--- src/rtl/datapath_control_seq.sv ---
// ---------------------------------------------------------------------------
// datapath_control_seq
//
// Purpose:
//   Control sequencer for the datapath register-transfer block. A one-shot
//   start command plus opcode is turned into a timed sequence of steps
//   (T0..T3) on the bus-drive and register-load strobes. This block drives
//   the datapath control interface.
//
//   Opcodes (one cycle per step):
//     00 LDA   : T0 -> DONE             RA <= imm_a
//     01 ADDB  : T1 -> T2 -> DONE       RB <= RA + imm_b
//     10 LDADD : T0 -> T1 -> T2 -> DONE RA <= imm_a, RB <= imm_a + imm_b
//     11 MOVBA : T3 -> DONE             RA <= RB
//
// Ports:
//   clock              system clock, rising-edge active
//   clear              synchronous active-high reset
//   start              command request, sampled only in IDLE
//   opcode[1:0]        operation selector, latched with start
//   imm_a[DATA_WIDTH]  immediate loaded into RA, latched with start
//   imm_b[DATA_WIDTH]  addend for RA + imm_b, latched with start
//   RAin/RBin/RZin     register load strobes
//   RAout/RBout/RZout  bus drive strobes (at most one high per cycle)
//   AddImmediate       adder immediate operand, nonzero only in T1
//   RegisterAImmediate immediate written into RA, nonzero only in T0
//   busy               high in T0..T3
//   done               one-cycle completion pulse (DONE state)
//   present_state[3:0] current state code, for debug
// ---------------------------------------------------------------------------
module datapath_control_seq #(
    parameter int DATA_WIDTH = 32
) (
    input  logic                  clock,
    input  logic                  clear,
    input  logic                  start,
    input  logic [1:0]            opcode,
    input  logic [DATA_WIDTH-1:0] imm_a,
    input  logic [DATA_WIDTH-1:0] imm_b,
    output logic                  RAin,
    output logic                  RBin,
    output logic                  RZin,
    output logic                  RAout,
    output logic                  RBout,
    output logic                  RZout,
    output logic [DATA_WIDTH-1:0] AddImmediate,
    output logic [DATA_WIDTH-1:0] RegisterAImmediate,
    output logic                  busy,
    output logic                  done,
    output logic [3:0]            present_state
);

    typedef enum logic [3:0] {
        IDLE = 4'd0,
        T0   = 4'd1,
        T1   = 4'd2,
        T2   = 4'd3,
        T3   = 4'd4,
        DONE = 4'd5
    } state_t;

    localparam logic [1:0] OP_LDA   = 2'b00;
    localparam logic [1:0] OP_ADDB  = 2'b01;
    localparam logic [1:0] OP_LDADD = 2'b10;
    localparam logic [1:0] OP_MOVBA = 2'b11;

    state_t                state_r;
    state_t                state_nx;
    logic [1:0]            op_r;
    logic [DATA_WIDTH-1:0] imm_a_r;
    logic [DATA_WIDTH-1:0] imm_b_r;

    logic                  accept;
    logic [1:0]            op_nx;
    logic [DATA_WIDTH-1:0] imm_a_nx;
    logic [DATA_WIDTH-1:0] imm_b_nx;

    // Command acceptance and the values that will be in effect next cycle.
    // On the accepting edge the live inputs are used so the first step's
    // immediate is already correct in the cycle right after start.
    assign accept   = (state_r == IDLE) && start;
    assign op_nx    = accept ? opcode : op_r;
    assign imm_a_nx = accept ? imm_a  : imm_a_r;
    assign imm_b_nx = accept ? imm_b  : imm_b_r;

    always_comb begin
        state_nx = IDLE;
        case (state_r)
            IDLE: begin
                if (start) begin
                    case (opcode)
                        OP_LDA:   state_nx = T0;
                        OP_ADDB:  state_nx = T1;
                        OP_LDADD: state_nx = T0;
                        OP_MOVBA: state_nx = T3;
                        default:  state_nx = IDLE;
                    endcase
                end else begin
                    state_nx = IDLE;
                end
            end
            T0:      state_nx = (op_r == OP_LDADD) ? T1 : DONE;
            T1:      state_nx = T2;
            T2:      state_nx = DONE;
            T3:      state_nx = DONE;
            DONE:    state_nx = IDLE;
            // Unreachable codes fall back to IDLE.
            default: state_nx = IDLE;
        endcase
    end

    // State, command latch and outputs. Outputs are registered from the next
    // state so each strobe changes exactly at the state boundary.
    always_ff @(posedge clock) begin
        if (clear) begin
            state_r            <= IDLE;
            op_r               <= '0;
            imm_a_r            <= '0;
            imm_b_r            <= '0;
            RAin               <= 1'b0;
            RBin               <= 1'b0;
            RZin               <= 1'b0;
            RAout              <= 1'b0;
            RBout              <= 1'b0;
            RZout              <= 1'b0;
            busy               <= 1'b0;
            done               <= 1'b0;
            AddImmediate       <= '0;
            RegisterAImmediate <= '0;
        end else begin
            state_r <= state_nx;
            if (accept) begin
                op_r    <= op_nx;
                imm_a_r <= imm_a_nx;
                imm_b_r <= imm_b_nx;
            end
            RAin               <= (state_nx == T0) || (state_nx == T3);
            RBin               <= (state_nx == T2);
            RZin               <= (state_nx == T1);
            RAout              <= (state_nx == T1);
            RBout              <= (state_nx == T3);
            RZout              <= (state_nx == T2);
            busy               <= (state_nx == T0) || (state_nx == T1) ||
                                  (state_nx == T2) || (state_nx == T3);
            done               <= (state_nx == DONE);
            AddImmediate       <= (state_nx == T1) ? imm_b_nx : '0;
            RegisterAImmediate <= (state_nx == T0) ? imm_a_nx : '0;
        end
    end

    assign present_state = state_r;

endmodule

--- config.mk ---
export PLATFORM = sky130hd
export DESIGN_NAME = datapath_control_seq
export DESIGN_NICKNAME = d
export VERILOG_FILES = /design/src/rtl/datapath_control_seq.sv
export SDC_FILE = /design/constraint.sdc
export NUM_CORES = 1
export LEC_CHECK = 0
export ABC_AREA = 0
export CAP_MARGIN = 20
export CORE_MARGIN = 2
export CORE_UTILIZATION = 42
export DETAILED_ROUTE_END_ITERATION = 8
export PLACE_DENSITY = 0.87
export RECOVER_POWER = 25
export SYNTH_ARGS = -nofsm -noshare
export SYNTH_HDL_FRONTEND = slang
export SYNTH_SLANG_ARGS = --single-unit
--- constraint.sdc ---
create_clock -name clock -period 1.65 [get_ports clock]
set_input_delay 0.33 -clock clock [delete_from_list [all_inputs] [get_ports clock]]
set_output_delay 0.33 -clock clock [all_outputs]
set_load 0.02 [all_outputs]
[After elaboration in Yosys (flattened, before gate mapping)]
Cells that the tools add are included.
Storage, ports and cells
  register bits after elaboration: 140
  logic and storage cells: 44
Cells by class
  equal/unequal tests: 13
  muxes and demuxes: 6
  bitwise gates (word level): 2
  reduce and logical (&&, ||, !) cells: 11
Operators with widths (number)
  2-to-1 mux 32 bit: 2
  equality test 4 x 2 -> 1 bit (second input constant): 4
  one-hot mux 4 bit (4 select lines): 1
  equality test 4 x 3 -> 1 bit (second input constant): 3
  one-hot mux 4 bit (3 select lines): 1
  equality test 4 x 1 -> 1 bit (second input constant): 2
  OR reduction 2 bit: 4
  equality test 2 bit (second input constant): 3
  zero test 4 bit: 1
  logical OR 1 bit: 4
  2-to-1 mux 4 bit: 1
  2-to-1 mux 3 bit: 1
  equality test 2 x 1 -> 1 bit (second input constant): 1
  zero test 2 bit: 1
  inverter 1 bit: 2
  logical AND 1 bit: 1

[Longest topological paths before layout]
Gate-level depths: netlist (run 1).
  depth after elaboration: 9
  gate-level depth with buffers: 7

[Least setup slack after synthesis (run 1)]
OpenSTA, ideal clock, no wires.
  path type: register to register
  start: register state_r[2] (netlist: present_state[2])
  end: register RegisterAImmediate[10]
  setup time: 0.128 ns
  arrival: 1.560 ns
  data required time: 1.522 ns
  setup slack: -0.038 ns
  cell stages (with the launch flop): 8
  cell sequence: dfxtp_1 -> buf_2 -> nor4b_2 -> buf_4 -> buf_4 -> buf_4 -> mux2i_1 -> nor2_1
On the way
  longest elaborated chain between the ends: 6
RTL lines
  start, declared: line 67  | state_t state_r;
  start signal, assigned: line 131  | state_r <= state_nx;
  equality test 4 x 3 -> 1 bit or equality test 4 x 2 -> 1 bit (tied branches): line 88  | case (state_r)
  OR reduction 2 bit (no source line)
  one-hot mux 4 bit (4 select lines): line 88
  equality test 4 x 1 -> 1 bit: line 147  | RegisterAImmediate <= (state_nx == T0) ? imm_a_nx : '0;
  inverter 1 bit (no source line)
  OR reduction 2 bit (no source line)
  end signal, assigned: line 147
  end, declared: line 47  | output logic [DATA_WIDTH-1:0] RegisterAImmediate,
Parallel ways exist; a longest one is shown, timed or not.
A chain may end at the register's enable or synchronous reset.

[Worst setup path after layout (run 1)]
  start: register state_r[2] (netlist: present_state[2])
  end: register AddImmediate[30]
On the way
  longest elaborated chain between the ends: 6
RTL lines
  equality test 4 x 3 -> 1 bit or equality test 4 x 2 -> 1 bit (tied branches): line 88
  OR reduction 2 bit (no source line)
  one-hot mux 4 bit (4 select lines): line 88
  equality test 4 x 2 -> 1 bit: line 146  | AddImmediate <= (state_nx == T1) ? imm_b_nx : '0;
  inverter 1 bit (no source line)
  OR reduction 2 bit (no source line)
  end signal, assigned: line 146
  end, declared: line 46  | output logic [DATA_WIDTH-1:0] AddImmediate,
Parallel ways exist; a longest one is shown, timed or not.

==> flow_summary.yaml, run 1 <==
run_status:
  outcome: "finished, final reports clean"
clocking:
  clock_latency_ns: 0.51
  cts.sinks: 139
  clkTransAtPathRegs_ns: 0.06
  numCtsBuffers: 17
  cts.path.max_buffers: 2
  htree_num_levels: 4
  clock-root-buffer: "clkbuf_8"
  ctsHoldBuffers: 0
  cts_tree: "done"
synth:
  synth_seq_area_share_pct: 59.2
  synth_ff_type: "dfxtp_1"
  yosys-top-cells-area: "dfxtp_1, mux2i_1, a2111oi_2, nor2_1, buf_4"
  synthMuxAreaShare_pct: 13.8
  syn-num-nets: 470
  synth_xor_area_share_pct: 0.186
  synth_fa_ha_area_share_pct: 0
  syn-cell-area_um2: 4700
  synth_top_area_share_pct: 59.2
  syn_inst: 401
  synthArstFlopShare_pct: 0
  synth_edf_count: 0
  syn_area_per_cell_um2: 11.7
  synth.ff_latch_count: 139
  yosys.area_share.simple_pct: 10.1
  ys_warn_count: 0
  synth-compound-area-share_pct: 11.9
  synth.distinct_cells: 31
  synth_top_area_cell: "dfxtp_1"
  synth_top_family_by_area: "multiplexers"
timing:
  whs_ns: 0.179
  hold_viol_final: 0
  rsz0062_at_grt: "yes"
  setup_ws_ns: 0.0224
  setup_viol: 0
  fin_skew_ns: 0.00596
  maxSlewViolCount: 0
  layout_min_cycle_time_ns: 1.63
  timing.fmax_mhz: 614
  period_share_pct: 98.6
  setup_tns_ns: 0
critical_path:
  cp.required_ns: 2.04
  critPathArrivalTime_ns: 2.02
  crit_start: "present_state[2]"
  critPathMaxFanout: 34
  setup.worst_path.class: "reg -> reg"
  startpoint_type: "register"
  cp-end-kind: "register"
  r2r_start: "present_state[2]"
grt:
  grt_pass1_wl_um: 17900
  gr-usage-met2_pct: 32.4
  grt_max_degree: 35
  grt_pass1_vias: 3735
  grt.total_usage_pct: 19.7
  grt_use_met1_pct: 22.2
  top_usage_layer: "met2"
  met3_usage_pct: 8.95
  grt.overflow.total: 0
  antenna_found_initial: 0
route:
  routed_wl_um: 11600
  vias: 3498
  ant_nets: 0
  avgRoutedWirePerCell_um: 16.2
  drtPass1Iterations: 4
  first_iter_violations: 79
  drc_errors: 0
  drt-vias-per-instance: 4.91
power:
  vdd_drop_max_mv: 0.822
  powerDensity_nw_per_um2: 1430
  leakage_nw: 3.10
placed_design:
  place_congestion: 0.768
  dp_hpwl_um: 7470
  io_buffers: 143
  place_area_um2: 6450
  place_ws_ns: -0.564
floorplan:
  dieWidth_um: 110
  die_h_um: 110
  rows: 38
  core_um2: 10900
  io_pins: 145
  initial_core_util_pct: 43.2
  dieArea_um2: 12100
cells_and_area:
  final_util_pct: 67.4
  layout.nets: 629
  n_antenna_cell: 0
  syn_to_final_growth_pct: 56.1
  drive_gt1_share_pct: 20.6
  final_area_um2: 7340
min_path:
  hp-class: "in -> reg"
  hold_start: "clear"
job:
  drv_cap: 0
[cell families (layout without fill, tap and decap cells)]
kind of cell,count (synthesis),in the layout
AO/OA/AOI/OAI,45,45
buffers and inverters,38,210
AND/OR/NAND/NOR,112,112
flip-flops,139,139
other,1,1
XOR/XNOR,1,1
multiplexers,65,65
[per-layer routing]
metal | wire length [um] | share of wire, % | vias to the layer above
met5 | 0 | 0 | -
met4 | 212 | 1.8 | 0
met1 | 4800 | 41 | 1662
met3 | 937 | 8.1 | 19
met2 | 5620 | 49 | 121
li1 | - | - | 1696
[flip-flops by register name, indices dropped and copies added (netlist names)]
signal              flops
RBout                   1
RegisterAImmediate     32
RAin                    1
op_r                    2
AddImmediate           32
present_state           3
RZout                   1
busy                    1
imm_b_r                32
done                    1
RAout                   1
imm_a_r                32
[metrics by stage]
stage | power, mW | instances
2_1_floorplan | 5.33 | 401
3_3_place_gp | 6.09 | 674
3_5_place_dp | 6.20 | 674
4_1_cts | 10.4 | 713
5_1_grt | 10.9 | 713
6_report | 10.5 | 713
[final timing paths]
kind | end | slack, ns | cells past startpoint
setup / recovery | AddImmediate[30] | 0.02 | 5
hold / removal | imm_b_r[31] | 0.18 | 2
setup reg to reg | AddImmediate[30] | 0.02 | 5
hold reg to reg | imm_a_r[27] | 0.49 | 2
[power by group]
part           total, mW  leakage [nW]  switching [mW]  internal, mW
Combinational       2.58          1.65            1.38          1.20
Sequential          3.83          1.13           0.117          3.71
Clock               4.11         0.311            1.38          2.73
Total               10.5          3.10            2.88          7.64
[what timing repair did]
action | in CTS | in global routing
resized for setup | 96 | 24
setup buffers | 4 | 0
cloned | 3 | 0
pin swaps | 1 | 5
hold endpoints to repair | 0 | 0
setup endpoints to repair | 122 | 35
[placed cells by master, fill, tap and decap left out, types with 2 or more instances in the layout]
master           count
buf_12              11
nor3b_2              2
clkbuf_8             4
clkdlybuf4s50_1     67
mux2i_2             10
a211oi_1             2
bufinv_16            5
buf_2                3
nand2b_1             2
dlygate4sd2_1       72
mux2i_1             55
clkinvlp_4           2
clkbuf_1             2
buf_4               15
clkbuf_16           16
nand3_1              2
a2111oi_2           20
a2111oi_4           11
clkinv_4             2
a21oi_1              4
buf_6                5
dfxtp_1            136
buf_16               2
dfxtp_2              3
nor2_1             100
[cell type report]
type	count	area, um2
clock buffers	22	463
well taps	140	175
clock inverters	10	188
fillers	813	3550
multi-input cells	224	1910
repair buffers	177	1810
flip-flops and latches	139	2790
inverters	1	3.75
[cell usage after synthesis (2+ instances only)]
master,number
nand3_1,2
buf_4,11
mux2i_1,65
a21oi_1,4
nor2_1,100
buf_2,4
clkbuf_1,15
nand2b_1,2
buf_6,4
a2111oi_2,30
a2111oi_1,2
nor3b_1,3
dfxtp_1,139
a211oi_1,2
clkbuf_2,2
[worst max-delay path, stage by stage, from the launching register on]
cell       delay [ns]
dfxtp_2          0.33
nor4b_4          0.26
buf_4            0.18
nand3b_4         0.10
buf_12           0.21
a2111oi_2        0.42
No activity file was read; power rests on OpenSTA's default activity.
==> inputs of run 2 (changes only) <==
--- a/config.mk
+++ b/config.mk
@@ -10,7 +10,7 @@
 export CORE_MARGIN = 2
 export CORE_UTILIZATION = 42
 export DETAILED_ROUTE_END_ITERATION = 8
-export PLACE_DENSITY = 0.87
+export PLACE_DENSITY = 0.76
 export RECOVER_POWER = 25
 export SYNTH_ARGS = -nofsm -noshare
 export SYNTH_HDL_FRONTEND = slang
==> run 2 against run 1 <==
The run now ends with negative setup slack left; clock power increased by 2%; die area unchanged; via count shrank 0.80%; worst hold slack got worse by 0.016 ns.
==> flow_summary.yaml, run 2 (same netlist as run 1, synthesis figures left out) <==
timing:
  rsz0062_at_grt: "yes"
  timing.fmax_mhz: 605
  whs_ns: 0.162
  layout_min_cycle_time_ns: 1.65
  setup_viol: 1
  period_share_pct: 100
  hold_viol_final: 0
  maxSlewViolCount: 0
  fin_skew_ns: 0.0104
  setup_ws_ns: -0.00413
cells_and_area:
  mostFrequentLayoutCell: "dfxtp_1"
  final_util_pct: 67.4
  drive_gt1_share_pct: 20.5
  area.sequential_um2: 2780
  layout.nets: 623
  fill_cells: 821
  layout_common_cells: "dfxtp_1, nor2_1, dlygate4sd2_1"
  n_antenna_cell: 0
  syn_to_final_growth_pct: 56.2
  multi_input_comb_area_um2: 2060
critical_path:
  critPathArrivalTime_ns: 2.04
  slowest_stage: "a2111oi_2"
  cp-end-kind: "register"
  r2r_cells: 5
  cp.required_ns: 2.04
  startpoint_type: "register"
  setup.worst_path.class: "reg -> reg"
  cpPeakStageDelay_ns: 0.39
  critPathMaxFanout: 21
  ff2ff_setup_slack_ns: -0.004
  cp_cell_sequence: "nor4b_4 -> buf_4 -> nand3b_4 -> buf_12 -> a2111oi_2"
  r2r_end: "AddImmediate[12]"
  r2r_start: "present_state[1]"
floorplan:
  initial_core_util_pct: 43.2
  dieWidth_um: 110
  io_pins: 145
  core_um2: 10900
  rows: 38
  dieArea_um2: 12100
  die_h_um: 110
route:
  vias: 3470
  drc_errors: 0
  drt-vias-per-instance: 4.92
  drtPass1Iterations: 4
  ant_nets: 0
  avgRoutedWirePerCell_um: 16.1
  routed_wl_um: 11400
  first_iter_violations: 99
clocking:
  cts_tree: "done"
  cts.path.max_buffers: 2
  htree_num_levels: 4
  cts.sinks: 139
  clkTransAtPathRegs_ns: 0.06
  ctsHoldBuffers: 0
  postCtsSetupBuffers: 0
  clock-root-buffer: "clkbuf_8"
  clock_latency_ns: 0.51
  numCtsBuffers: 17
power:
  vdd_drop_max_mv: 0.952
  leakage_nw: 3.04
  powerDensity_nw_per_um2: 1440
grt:
  antenna_found_initial: 0
  grt_max_degree: 58
  grt_pass1_vias: 3474
  grt_pass1_wl_um: 17000
  grt.total_usage_pct: 18.6
  grt.overflow.total: 0
placed_design:
  io_buffers: 143
  dp_hpwl_um: 7380
  place_congestion: 0.762
job:
  drv_cap: 0
run_status:
  violations: "negative setup slack"
  outcome: "finished, violations left"
min_path:
  worstHoldPathCells: 2
  hold_start: "clear"
  hold_end: "AddImmediate[16]"
  hp-class: "in -> reg"
-- run 2: changes by cell type in the layout (fill, tap and decap cells not counted), sizes merged --
| cell | change |
|---|---|
| buf | -5 |
| clkinv | +2 |
| clkinvlp | -2 |
| bufbuf | -1 |
| bufinv | +1 |
| clkbuf | -2 |
-- run 2: stage by stage --
stage	TNS [ns]	setup slack, ns	power, mW	instance area, um2	instances
floorplan	-1.98	-0.0342	5.33	4700	401
global placement	-34.52	-0.342	6.11	6430	675
detailed placement	-42.82	-0.438	6.18	6430	675
CTS	0	0.00105	10.3	7020	706
global route	-2.18	-0.0877	11.0	7340	706
finish	-0.00413	-0.00413	10.6	7340	706
-- run 2: timing repair --
item | in CTS | in global routing
pin swaps | 0 | 2
setup endpoints to repair | 97 | 65
resized for setup | 90 | 42
-- run 2: metal layers --
metal  vias to the layer above  wire [um]  global-route usage (%)
li1                       1687          -                       -
met1                      1654       4630                    22.4
met2                       119       5730                    30.6
met3                        10        948                    7.35
met4                         0         83                    5.70
met5                         -          0                       0
-- run 2: cell type report --
type	count	area share, %
clock buffer	20	6.07
clock inverter	11	2.95
inverter	1	0.0511
multi-input combinational	224	28.1
sequential	139	37.9
tap	140	2.39
timing repair buffer	171	22.6
-- run 2: where the power goes --
| group | internal (mW) | total [mW] | switching, mW |
|---|---|---|---|
| clock | 2.83 | 4.19 | 1.36 |
| sequential | 3.71 | 3.84 | 0.133 |
| combinational | 1.17 | 2.57 | 1.40 |
| total | 7.71 | 10.6 | 2.89 |
-- run 2: how the worst max path moves through the flow --
stage,startpoint,to,slack [ns],depth (start not counted)
3_3_place_gp,start,AddImmediate[2],-0.34,5
2_1_floorplan,present_state[2],RegisterAImmediate[10],-0.03,7
6_report,present_state[1],AddImmediate[12],-0.004,5
3_5_place_dp,start,AddImmediate[2],-0.44,5
4_1_cts,present_state[1],AddImmediate[2],0.001,5
5_1_grt,present_state[1],AddImmediate[12],-0.09,5
-- run 2: worst max-delay path: cells and delay by family (launching register included) --
| family | cells | cell delay (ns) |
|---|---|---|
| AND/OR/NAND/NOR | 2 | 0.42 |
| buffers and inverters | 2 | 0.39 |
| AO/OA/AOI/OAI | 1 | 0.39 |
| flip-flops | 1 | 0.33 |
